### src/rtl/dmem_arbiter.sv
// dmem_arbiter: two-requester round-robin arbiter and access sequencer for a
// single-port, synchronous-read data memory. One access is in flight at a
// time. It is accepted in IDLE, driven to the memory in ISSUE, and answered
// in RESP, two cycles after acceptance.
//
// Optional feature: define DMEM_RANGE_CHECK_EN to reject addresses below
// MEM_BASE. A rejected access leaves the memory untouched and returns err=1.
//
// Handshake: a request transfers on a posedge where rN_valid & rN_ready are
// both high. rN_ready is only raised in IDLE, for the granted requester, and
// while its valid is high. A requester may drop valid at any time before
// ready with no effect. Responses are a one-cycle rN_resp_valid pulse with no
// back-pressure.
//
// fsm_state exposes the sequencer state (0=IDLE, 1=ISSUE, 2=RESP) for debug.
module dmem_arbiter #(
  parameter int ADDR_W   = 8,
  parameter int DATA_W   = 8,
  parameter int MEM_BASE = 64
) (
  input  logic              clk,
  input  logic              reset,
  input  logic              r0_valid,
  output logic              r0_ready,
  input  logic              r0_we,
  input  logic [ADDR_W-1:0] r0_addr,
  input  logic [DATA_W-1:0] r0_wdata,
  output logic              r0_resp_valid,
  output logic [DATA_W-1:0] r0_rdata,
  output logic              r0_err,
  input  logic              r1_valid,
  output logic              r1_ready,
  input  logic              r1_we,
  input  logic [ADDR_W-1:0] r1_addr,
  input  logic [DATA_W-1:0] r1_wdata,
  output logic              r1_resp_valid,
  output logic [DATA_W-1:0] r1_rdata,
  output logic              r1_err,
  output logic [ADDR_W-1:0] mem_addr,
  output logic              mem_we,
  output logic [DATA_W-1:0] mem_wdata,
  input  logic [DATA_W-1:0] mem_rdata,
  output logic              busy,
  output logic [1:0]        fsm_state
);

  localparam logic [1:0] S_IDLE  = 2'd0;
  localparam logic [1:0] S_ISSUE = 2'd1;
  localparam logic [1:0] S_RESP  = 2'd2;

  logic [1:0]        state;
  logic              last_grant;
  logic              cap_we;
  logic [ADDR_W-1:0] cap_addr;
  logic [DATA_W-1:0] cap_wdata;
  logic              cap_id;
  logic              cap_err;

  logic              gnt_valid;
  logic              gnt_id;
  logic              accept;
  logic              sel_we;
  logic [ADDR_W-1:0] sel_addr;
  logic [DATA_W-1:0] sel_wdata;
  logic              sel_err;
  logic              in_resp;
  logic [DATA_W-1:0] resp_data;

  // Round-robin grant: a lone requester wins; on a tie the requester that
  // was not granted last time wins.
  always_comb begin
    gnt_valid = r0_valid | r1_valid;
    if (r0_valid && r1_valid) begin
      gnt_id = ~last_grant;
    end else begin
      gnt_id = ~r0_valid;
    end
  end

  // Mux the granted requester's fields so the capture logic sees one source.
  always_comb begin
    sel_we    = gnt_id ? r1_we    : r0_we;
    sel_addr  = gnt_id ? r1_addr  : r0_addr;
    sel_wdata = gnt_id ? r1_wdata : r0_wdata;
  end

`ifdef DMEM_RANGE_CHECK_EN
  // Addresses below the backed range are rejected at acceptance time.
  assign sel_err = (sel_addr < ADDR_W'(MEM_BASE));
`else
  // Without range checking every address goes straight to the memory; the
  // comparison is kept only so MEM_BASE stays referenced.
  logic unused_base;
  assign unused_base = (sel_addr < ADDR_W'(MEM_BASE));
  assign sel_err     = 1'b0;
`endif

  // Acceptance is suppressed while reset is high so no handshake completes
  // in a reset cycle.
  assign accept   = (state == S_IDLE) && gnt_valid && !reset;
  assign r0_ready = accept && !gnt_id;
  assign r1_ready = accept &&  gnt_id;

  // Sequencer state, arbitration history and captured request fields.
  always_ff @(posedge clk) begin
    if (reset) begin
      state      <= S_IDLE;
      last_grant <= 1'b1;
      cap_we     <= 1'b0;
      cap_addr   <= '0;
      cap_wdata  <= '0;
      cap_id     <= 1'b0;
      cap_err    <= 1'b0;
    end else begin
      case (state)
        S_IDLE: begin
          if (accept) begin
            cap_we     <= sel_we;
            cap_addr   <= sel_addr;
            cap_wdata  <= sel_wdata;
            cap_id     <= gnt_id;
            cap_err    <= sel_err;
            last_grant <= gnt_id;
            state      <= S_ISSUE;
          end
        end
        S_ISSUE: state <= S_RESP;
        S_RESP:  state <= S_IDLE;
        default: state <= S_IDLE;
      endcase
    end
  end

  // Memory pins: address and data hold the last captured request; the write
  // strobe fires only in ISSUE for a non-rejected write, never during reset.
  always_comb begin
    mem_addr  = cap_addr;
    mem_wdata = cap_wdata;
    mem_we    = (state == S_ISSUE) && cap_we && !cap_err && !reset;
  end

  // Response steering: only the owner of the in-flight access sees a pulse;
  // a reset in RESP discards the response.
  always_comb begin
    in_resp       = (state == S_RESP) && !reset;
    resp_data     = (cap_we || cap_err) ? '0 : mem_rdata;
    r0_resp_valid = in_resp && !cap_id;
    r1_resp_valid = in_resp &&  cap_id;
    r0_rdata      = r0_resp_valid ? resp_data : '0;
    r1_rdata      = r1_resp_valid ? resp_data : '0;
    r0_err        = r0_resp_valid && cap_err;
    r1_err        = r1_resp_valid && cap_err;
  end

  // Status outputs.
  always_comb begin
    busy      = (state == S_ISSUE) || (state == S_RESP);
    fsm_state = state;
  end

endmodule

### config.mk
export PLATFORM = sky130hd
export DESIGN_NAME = dmem_arbiter
export DESIGN_NICKNAME = d
export VERILOG_FILES = /design/src/rtl/dmem_arbiter.sv
export SDC_FILE = /design/constraint.sdc
export NUM_CORES = 1
export LEC_CHECK = 0
export CAP_MARGIN = 5
export CORE_UTILIZATION = 31
export DETAILED_ROUTE_END_ITERATION = 8
export PLACE_DENSITY = 0.76
export SLEW_MARGIN = 20
export SYNTH_ARGS = -nofsm -noshare
export SYNTH_HDL_FRONTEND = slang
export SYNTH_SLANG_ARGS = --single-unit
### constraint.sdc
create_clock -name clk -period 1.5 [get_ports clk]
set_input_delay 0.3 -clock clk [delete_from_list [all_inputs] [get_ports clk]]
set_output_delay 0.3 -clock clk [all_outputs]
set_load 0.01 [all_outputs]
==> impl_metrics.json <==
{
  "status": "finished with violations",
  "setup_slack_ps": -376,
  "hold_violations": 0,
  "dieArea_um2": 4180,
  "viasPerCell": 5.03,
  "diodes": 0,
  "max_cap_violations": 0,
  "core_area_um2": 3720,
  "nets": 318,
  "cts.sinks": 21,
  "netlist_area_um2": 1220,
  "setup_violations": 21,
  "num_io_pins": 88,
  "path_class": "register to output port",
  "drt-total-wl_mm": 4.45,
  "multi_input_area_um2": 835,
  "fin_util_pct": 68.8,
  "wl_per_cell_um": 14.1,
  "hold_path_end": "mem_wdata[1]$_SDFFE_PP0P_",
  "cts_buffer_depth": 2,
  "clock_latency_ps": 270,
  "rsz0062_at_grt": "true",
  "place_congestion": 0.794,
  "ys_warn_count": 0,
  "drtIter0Drc": 85,
  "cts_buffers": 3,
  "r2r_slack_ps": 40,
  "cp_max_fo": 5,
  "dr_total_vias": 1584,
  "rr_worst_depth": 9,
  "p_total_mw": 1.79,
  "power_density_nw_per_um2": 698,
  "grt_start_max_net_pins": 19,
  "cts-root-buf": "clkbuf_8",
  "hold_buffers": 0,
  "slew_viol_final": 0,
  "fin_crit_sh_pct": 125,
  "end_kind": "output port",
  "die_h_um": 64.7,
  "drtAntennaViolNets": 0,
  "syn_avg_cell_area_um2": 7.71,
  "num-fill-cells": 318,
  "drtPass1Iterations": 4,
  "ys_ff_latch": 21,
  "r2r_start": "fsm_state[0]$_SDFFE_PP0P_",
  "synth_cell_types": 29,
  "seqCellArea_um2": 423,
  "overflow": 0,
  "syn_inst": 158,
  "finClkSkew_ps": 1.97,
  "layout-drive-gt1-share_pct": 34.8,
  "route.detailed.drc": 0,
  "ir_drop_v": 0.000363,
  "grt_pass1_wl_mm": 6.88,
  "cp.arrival_ps": 1580,
  "hold_start": "mem_wdata[1]$_SDFFE_PP0P_",
  "violations": "setup timing",
  "rows": 22,
  "ys_seq_area_share_pct": 34.5,
  "p_leak_nw": 1.03,
  "grt_pass1_vias": 1501,
  "clkTransAtPathRegs_ps": 80,
  "antenna_found_initial": 0,
  "min_period_ps": 1880,
  "required_ps": 1200,
  "hold_path.class": "register to register",
  "area.growth.synth_to_final_pct": 110,
  "hpwl_mm": 2.95,
  "cts_tree": "done",
  "htreeDepth": 1,
  "whs_path_depth": 2,
  "initial_core_util_pct": 32.8,
  "grt_usage_pct": 21.1,
  "crit_path_start_kind": "register",
  "rr_endpoint": "mem_wdata[3]$_SDFFE_PP0P_",
  "io_buffers": 85,
  "die_w_um": 64.7,
  "timing.fmax_mhz": 533
}
-- layout make-up --
class / count / share of cell area (%)
Inverter: 5 / 1.03
Multi-Input combinational cell: 117 / 32.6
Tap cell: 48 / 2.35
Sequential cell: 21 / 16.5
Clock inverter: 1 / 0.196
Clock buffer: 3 / 1.61
Timing Repair Buffer: 120 / 45.6
-- per-stage QoR --
step                TNS [ps]  hold slack (ps)  instance area [µm²]  instances  setup WS (ps)
floorplan              -98.7              448                 1280        159          -19.7
global route           -7210              517                 2560        315           -414
detailed placement    -23480              484                 2240        298           -790
finish                 -6240              477                 2560        315           -376
CTS                    -6200              496                 2380        308           -369
global placement      -22070              474                 2240        298           -724
-- state kept, by name, summed over array words and instances, names as in the netlist --
| signal | flops |
|---|---|
| mem_addr | 8 |
| mem_wdata | 8 |
| fsm_state | 2 |
| cap_id | 1 |
| cap_we | 1 |
| last_grant | 1 |
-- layout by cell type (no fill, tap or decap), types with 6 or more instances in the layout --
master	n
a31oi_1	14
buf_2	8
buf_4	21
buf_6	26
clkdlybuf4s50_1	59
dfxtp_1	19
nand2b_1	9
nand3_1	31
nor2_1	6
nor2_4	12
o21ai_1	8
-- cell families after synthesis --
logic type / after synthesis / synth area share [%]
AO/OA/AOI/OAI: 38 / 19.8
adder cells (fa/ha/maj): 4 / 4.11
buffers and inverters: 21 / 10.3
flip-flops: 21 / 34.5
multiplexers: 2 / 1.64
other: 1 / 0.308
AND/OR/NAND/NOR: 71 / 29.3
-- worst max-delay path: stages (launching register included) --
cell,delay (ps)
dfxtp_2,330
inv_2,80
ha_4,130
or3b_4,420
buf_12,170
nor2_4,80
buf_6,100
-- routing by layer --
layer	global-route usage (%)	wire length, µm
met5	0	0
met4	8.89	110
met3	2.11	228
met2	37.1	2250
met1	25.9	1860
-- timing repair --
action / in CTS / in global routing
cloned: 3 / 0
pin swaps: 3 / 13
gates resized for setup: 123 / 42
endpoints found under the setup margin: 38 / 41
setup buffers: 3 / 9
-- worst max-delay path by stage --
stage                              start           to  slack, ps  depth (start not counted)
3_3_place_gp                       reset  r0_rdata[3]       -720                          5
3_5_place_dp                       reset  r0_rdata[5]       -790                          5
6_report       fsm_state[0]$_SDFFE_PP0P_  r0_rdata[1]       -380                          6
4_1_cts        fsm_state[0]$_SDFFE_PP0P_  r0_rdata[3]       -370                          6
2_1_floorplan  fsm_state[0]$_SDFFE_PP0P_  r0_rdata[2]        -20                          5
5_1_grt        fsm_state[0]$_SDFFE_PP0P_  r0_rdata[1]       -410                          6
-- synthesized netlist by cell type --
library cell  count  area share (%)
nand3_1          31              13
dfxtp_1          21              35
nor2_1           21             6.5
o21ai_0          15             6.2
a31oi_1          14             7.2
nand2b_1         10             5.1
inv_1             5             1.5
buf_6             4             3.7
clkbuf_1          4             1.2
ha_1              4             4.1
a21oi_1           3             1.2
a32oi_1           3             2.2
buf_2             3             1.2
buf_4             3             1.8
mux2i_1           2             1.6
nand2_1           2            0.62
a21boi_4          1             1.5
a221o_2           1            0.92
a22oi_1           1            0.62
and2_1            1            0.51
and2_2            1            0.62
and3b_1           1            0.72
buf_1             1            0.31
clkbuf_2          1            0.41
conb_1            1            0.31
nand3b_1          1            0.62
nor2b_1           1            0.51
nor3b_1           1            0.62
or3b_1            1            0.72
-- power breakdown --
group	switching (mW)	internal (mW)	total (mW)
logic	0.325	0.425	0.750
clock network	0.205	0.186	0.391
registers	0.0366	0.608	0.645
total	0.567	1.22	1.79
Power figures use the tool's default switching activity.
